`src/rtl/radix4_booth_param.sv`:
```
// Radix-4 Booth multiplier with a parameterised operand width.
// It retires one recoded digit per clock. The operand mode (signed or
// unsigned) is selected per operation. The product register only updates
// when an operation completes.
module radix4_booth_param #(
    parameter int W = 8
) (
    input  logic           clk,
    input  logic           reset,
    input  logic [W-1:0]   mplier,
    input  logic [W-1:0]   mpcand,
    input  logic           go,
    input  logic           sgn,
    output logic [2*W-1:0] pdt,
    output logic           over,
    output logic           busy
);

    // state | meaning
    // IDLE  | waiting for go; operands are latched on the accepting edge
    // RUN   | one Booth digit retired per cycle
    // DONE  | product valid, over pulse high; returns to IDLE next edge

    // The accumulator carries two guard bits above the 2W product. This keeps
    // every unsigned partial sum in range before it is truncated.
    localparam int AW = 2 * W + 2;
    // The multiplier shifter holds the 2-bit extension, the operand and the
    // implicit m[-1] guard bit at the bottom.
    localparam int MW = W + 3;
    localparam int CW = $clog2(W / 2 + 2);
    localparam logic [CW-1:0] LAST_SGN = CW'(W / 2 - 1);
    localparam logic [CW-1:0] LAST_UNS = CW'(W / 2);

    typedef enum logic [1:0] {
        IDLE = 2'd0,
        RUN  = 2'd1,
        DONE = 2'd2
    } state_t;

    state_t           state_q;
    logic [MW-1:0]    m_q;
    logic [MW-1:0]    m_d;
    logic [AW-1:0]    mc_q;
    logic [AW-1:0]    mc_d;
    logic [AW-1:0]    acc_q;
    logic [AW-1:0]    acc_d;
    logic [CW-1:0]    cnt_q;
    logic             sgn_q;
    logic [2*W-1:0]   pdt_q;
    logic             over_q;
    logic             busy_q;

    logic [MW-1:0]    m_ext;
    logic [AW-1:0]    mc_ext;
    logic [2:0]       window;
    logic [AW-1:0]    mc_x2;
    logic [AW-1:0]    pp;
    logic             last_digit;

    // Extend both operands according to the requested mode before they are latched.
    always_comb begin
        m_ext  = {{2{sgn & mplier[W-1]}}, mplier, 1'b0};
        mc_ext = {{(AW - W){sgn & mpcand[W-1]}}, mpcand};
    end

    // Recode the low window of the shifting multiplier into a partial product.
    // The multiplicand register is already aligned to weight 2i.
    always_comb begin
        window = m_q[2:0];
        mc_x2  = {mc_q[AW-2:0], 1'b0};
        pp     = '0;
        unique case (window)
            3'b001, 3'b010: pp = mc_q;
            3'b011:         pp = mc_x2;
            3'b100:         pp = ~mc_x2 + AW'(1);
            3'b101, 3'b110: pp = ~mc_q + AW'(1);
            default:        pp = '0;
        endcase
    end

    // Advance the datapath by one digit: accumulate, then realign both shifters.
    always_comb begin
        acc_d      = acc_q + pp;
        m_d        = {m_q[MW-1], m_q[MW-1], m_q[MW-1:2]};
        mc_d       = {mc_q[AW-3:0], 2'b00};
        last_digit = (cnt_q == (sgn_q ? LAST_SGN : LAST_UNS));
    end

    // Sequence the operation. The outputs are registered so that pdt never exposes a partial sum.
    always_ff @(posedge clk or posedge reset) begin
        if (reset) begin
            state_q <= IDLE;
            m_q     <= '0;
            mc_q    <= '0;
            acc_q   <= '0;
            cnt_q   <= '0;
            sgn_q   <= 1'b0;
            pdt_q   <= '0;
            over_q  <= 1'b0;
            busy_q  <= 1'b0;
        end else begin
            unique case (state_q)
                IDLE: begin
                    over_q <= 1'b0;
                    if (go) begin
                        m_q     <= m_ext;
                        mc_q    <= mc_ext;
                        sgn_q   <= sgn;
                        acc_q   <= '0;
                        cnt_q   <= '0;
                        busy_q  <= 1'b1;
                        state_q <= RUN;
                    end
                end
                RUN: begin
                    acc_q <= acc_d;
                    m_q   <= m_d;
                    mc_q  <= mc_d;
                    cnt_q <= cnt_q + CW'(1);
                    if (last_digit) begin
                        pdt_q   <= acc_d[2*W-1:0];
                        over_q  <= 1'b1;
                        state_q <= DONE;
                    end
                end
                DONE: begin
                    over_q  <= 1'b0;
                    busy_q  <= 1'b0;
                    state_q <= IDLE;
                end
                default: begin
                    over_q  <= 1'b0;
                    busy_q  <= 1'b0;
                    state_q <= IDLE;
                end
            endcase
        end
    end

    assign pdt  = pdt_q;
    assign over = over_q;
    assign busy = busy_q;

endmodule

```
`config.mk`:
```
export PLATFORM = sky130hd
export DESIGN_NAME = radix4_booth_param
export DESIGN_NICKNAME = d
export VERILOG_FILES = /design/src/rtl/radix4_booth_param.sv
export SDC_FILE = /design/constraint.sdc
export NUM_CORES = 1
export LEC_CHECK = 0
export CAP_MARGIN = 20
export CORE_MARGIN = 5
export CORE_UTILIZATION = 50
export CTS_BUF_LIST = sky130_fd_sc_hd__clkbuf_4
export DETAILED_ROUTE_END_ITERATION = 16
export DONT_BUFFER_PORTS = 1
export SYNTH_ARGS = -nofsm -noshare
export SYNTH_HDL_FRONTEND = slang
export SYNTH_SLANG_ARGS = --single-unit
```
`constraint.sdc`:
```
create_clock -name clk -period 4.4 [get_ports clk]
set_input_delay 0.66 -clock clk [delete_from_list [all_inputs] [get_ports clk]]
set_output_delay 0.66 -clock clk [all_outputs]
set_load 0.02 [all_outputs]
```
; ---- After elaboration in Yosys (flattened, before gate mapping)
; Index checks and enable logic that the tools add are counted.
[totals]
out_inout_bits = 18
inputBits = 20
regBits = 71
elab_cells = 56
[op_classes]
bitwise_logic = 5
eq_ne = 10
reduce_logical = 10
muxes = 17
n_addsub = 4
[ops]
columns = cell, n
row1 = $pmux W18 S2, 2
row2 = $pmux W18 S4, 1
row3 = $add A18 B1 Y18 const B, 2
row4 = $mux W18, 2
row5 = $not A18 Y18, 2
row6 = $pmux W11 S2, 1
row7 = $add A18 B18 Y18, 1
row8 = $mux W11, 1
row9 = $reduce_and A2 Y1, 5
row10 = $eq A3 B3 Y1 const B, 3
row11 = $eq A3 B2 Y1 const B, 2
row12 = $mux W3, 2
row13 = $pmux W3 S2, 1
row14 = $mux W2, 2
row15 = $ne A2 B2 Y1 const B, 2
row16 = $pmux W2 S2, 1
row17 = $reduce_or A2 Y1, 2
row18 = $add A3 B1 Y3 const B, 1
row19 = $eq A3 B1 Y1 const B, 1
row20 = $eq A3 B3 Y1, 1
row21 = $mux W1, 3
row22 = $reduce_and A3 Y1, 1
row23 = $and A1 B1 Y1, 2
row24 = $eq A2 B1 Y1 const B, 1
row25 = 4 further kinds, 4

; ---- Logic depth before layout (Yosys ltp)
[logic_depth]
depth_word = 5
ltp_mapped = 17
ltp_nobuf = 17

; ---- Least setup slack after synthesis
; Ideal clock, no wire load.
[synth_path]
kind = reg2reg
start = register mc_q[1]
end = register acc_q[15]
setup_slack_ns = 0.354
path_buffers = 0
required_ns = 4.331
path_stages_with_launch = 17
arrival_ns = 3.977
period_less_slack_ns = 4.046
cell_sequence = dfrtp_1 > inv_1 > ha_1 > or4b_1 > or3_2 > nand2_1 > xnor2_1 > a221oi_1 > o21ai_0 > ha_1 > a21oi_1 > o21ai_0 > a2111oi_0 > a22oi_1 > xor2_1 > or3_2 > nand3_1
[synth_via]
elab_chain_cells = 5
[synth_lines]
columns = element, line
row1 = from (decl), 43  ; logic [AW-1:0] mc_q;
row2 = from (signal assigned), 107  ; mc_q <= mc_ext;
row3 = from (signal assigned), 118  ; mc_q <= mc_d;
row4 = $not A18 Y18 (on tied branches), "76, 75"
row5 = $add A18 B1 Y18 (on tied branches), "76, 75"
row6 = $pmux W18 S4 (*), 72  ; unique case (window)
row7 = $add A18 B18 Y18 (*), 83  ; acc_d = acc_q + pp;
row8 = $pmux W18 S2 (*), 102  ; unique case (state_q)
row9 = to (signal assigned), 95  ; acc_q <= '0;
row10 = to (signal assigned), 109  ; acc_q <= '0;
row11 = to (signal assigned), 116  ; acc_q <= acc_d;
row12 = to (decl), 45  ; logic [AW-1:0] acc_q;
; Mark *: on every way between the ends. The rest lies on a longest branch, timed or not.
; A chain may end at the register's enable or synchronous reset.

; ---- Worst setup path in the final report
; Ends and elaborated chain as after synthesis.

==> impl_metrics.env <==
export IMPL_path_clk_slew_ns=0.11
export IMPL_end_kind="flop"
export IMPL_ys_ff_latch=67
export IMPL_cp_required_ns=4.75
export IMPL_fmax_mhz=240
export IMPL_r2r_slack_ns=0.23
export IMPL_synth_top_area_share_pct=39.3
export IMPL_layout_drive_gt1_share_pct=12.2
export IMPL_diodes=0
export IMPL_synth_seq_area_share_pct=39.3
export IMPL_tns_ns=0
export IMPL_vias=3711
export IMPL_seq_area_mm2=0.00168
export IMPL_maxCapViolations=0
export IMPL_multi_input_area_mm2=0.00244
export IMPL_die_w_um=102
export IMPL_via_per_inst=5.88
export IMPL_die_area_mm2=0.0105
export IMPL_slew_headroom_pct=42.4
export IMPL_clkLatencyLatePin_ns=0.42
export IMPL_syn_cell_area_mm2=0.00427
export IMPL_async_flop_share_pct=100
export IMPL_grt_pass1_vias=3736
export IMPL_skew_ns=0.0151
export IMPL_hold_violations=0
export IMPL_num_io_pins=38
export IMPL_gp_congestion=0.963
export IMPL_worst_pin_slew_ns=0.862
export IMPL_startpoint_type="flop"
export IMPL_die_y_um=102
export IMPL_cp_arrival_ns=4.52
export IMPL_synth_edf_count=0
export IMPL_portBuffers=0
export IMPL_start_util_pct=51.7
export IMPL_drc=0
export IMPL_synth_common_cells="nand2_1 (79), o21ai_0 (68), dfrtp_1 (67), nor2_1 (51)"
export IMPL_htree_levels=3
export IMPL_yosysWarnings=0
export IMPL_synthTopCellsByArea="dfrtp_1 (39%), o21ai_0 (8.0%), nand2_1 (6.9%)"
export IMPL_fin_util_pct=56.3
export IMPL_avgSynthCellArea_um2=8.23
export IMPL_nets=559
export IMPL_gr_usage_all_layers_pct=22.5
export IMPL_detail_route_wl_per_cell_um=17.1
export IMPL_r2r_start="mc_q[1]"
export IMPL_worstSetupPathType="flop to flop"
export IMPL_maxSlewViolCount=0
export IMPL_ys_flop_type="dfrtp_1"
export IMPL_r2r_end="acc_q[15]"
export IMPL_coreArea_mm2=0.00826
export IMPL_drtIter0Drc=245
export IMPL_drtAntennaViolNets=0
export IMPL_syn_inst=519
export IMPL_grt_pass1_wl_um=18700
export IMPL_root_buffer="clkbuf_4"
export IMPL_cts_buffers=9
export IMPL_cp_max_fo=6
export IMPL_area_delta_synth_final_pct=9.00
export IMPL_dr_pass1_iters=5
export IMPL_setup_viol=0
export IMPL_grt_overflow=0
export IMPL_synth_most_common_cell="nand2_1"
export IMPL_yosysTopAreaCell="dfrtp_1"
export IMPL_period_share_pct=94.7
export IMPL_antenna_found_initial=0
export IMPL_row_count=33
export IMPL_fillers=803
export IMPL_rr_worst_depth=16
export IMPL_grt_max_degree=39
export IMPL_wl_um=10800
export IMPL_cts_buffer_depth=2
export IMPL_cts_sinks=67
export IMPL_min_period_ns=4.17
export IMPL_synthesis_nets=557
export IMPL_status="completed"
export IMPL_hold_path_class="primary input to async pin"
export IMPL_cts_tree="built"
export IMPL_dp_hpwl_um=7590
export IMPL_synth_cell_types=58
export IMPL_ctsHoldBuffers=0
-- how the worst max path moves through the flow --
stage	cells after the start	endpoint	startpoint	slack [ns]
CTS	16	acc_q[15]	mc_q[1]	0.02
finish	16	acc_q[15]	mc_q[1]	0.23
global route	17	acc_q[15]	mc_q[1]	-0.06
detailed placement	16	acc_q[15]	mc_q[1]	0.02
floorplan	16	acc_q[15]	mc_q[1]	0.35
global placement	16	acc_q[15]	mc_q[1]	0.08
-- state kept, by name, indices dropped and copies added, names as in the netlist --
register	flops
mc_q	16
sgn_q	1
busy	1
over	1
acc_q	16
m_q	11
pdt	16
cnt_q	3
state_q	2
-- per-stage QoR --
stage / cells / instance area (µm²) / hold slack (ns) / setup slack, ns
after global routing: 631 / 4650 / 0.284 / -0.0598
after floorplan: 519 / 4270 / 0.449 / 0.354
after CTS: 628 / 4600 / 0.247 / 0.0248
after global placement: 612 / 4440 / 0.458 / 0.0808
after detailed placement: 612 / 4440 / 0.482 / 0.0176
final: 631 / 4650 / 0.244 / 0.233
-- placed cells by master, fill, tap and decap left out, types with 7 or more instances in the layout --
cell type and n:
a21o_1 7, xnor2_1 16, nand2_1 79, a21oi_1 26, buf_4 28, nand3_1 22
o21ai_0 65, xor2_1 13, clkbuf_4 11, dfrtp_1 67, ha_1 16, o22ai_1 13
nor2_1 51
-- critical path: stages (launching register included) --
cell	delay, ns
dfrtp_1	0.42
inv_2	0.09
ha_2	0.21
or4b_4	0.52
or4_1	0.47
nand2_1	0.11
xnor2_1	0.09
a221oi_2	0.27
o21ai_1	0.11
ha_1	0.33
a21oi_1	0.20
o21ai_0	0.12
a2111oi_1	0.30
a22oi_1	0.15
xor2_1	0.21
or3_2	0.42
nand3_1	0.09
-- logic make-up after synthesis --
logic type / share of synthesized area [%]
buf+inv: 4.31
compound gates: 22.4
xor+xnor: 6.15
mux: 0.996
simple gates: 21.4
fa+ha+maj: 5.45
flops: 39.3
-- layer usage --
metal	part of all wire (%)	GRT usage (%)
met5	0	0
met4	1.5	6.86
met3	4.3	5.46
met2	47	33.8
met1	48	32.2
-- layout make-up --
type	instances	share of cell area (%)
inverters	8	0.645
multi-input cells	407	52.5
flip-flops and latches	67	36.0
clock buffers	11	1.77
clock inverters	5	1.67
repair buffers	28	4.52
well taps	105	2.82
-- timing repair --
action                     4_1_cts  5_1_grt
hold endpoints to repair         0        0
resized for setup                1       11
setup endpoints to repair        1        3
setup buffers                    0        3
pin swaps                        0        5
Power is left out: the tool's default activity adds up to more than one toggle a clock period on the data nets, which glitch-free logic cannot reach.
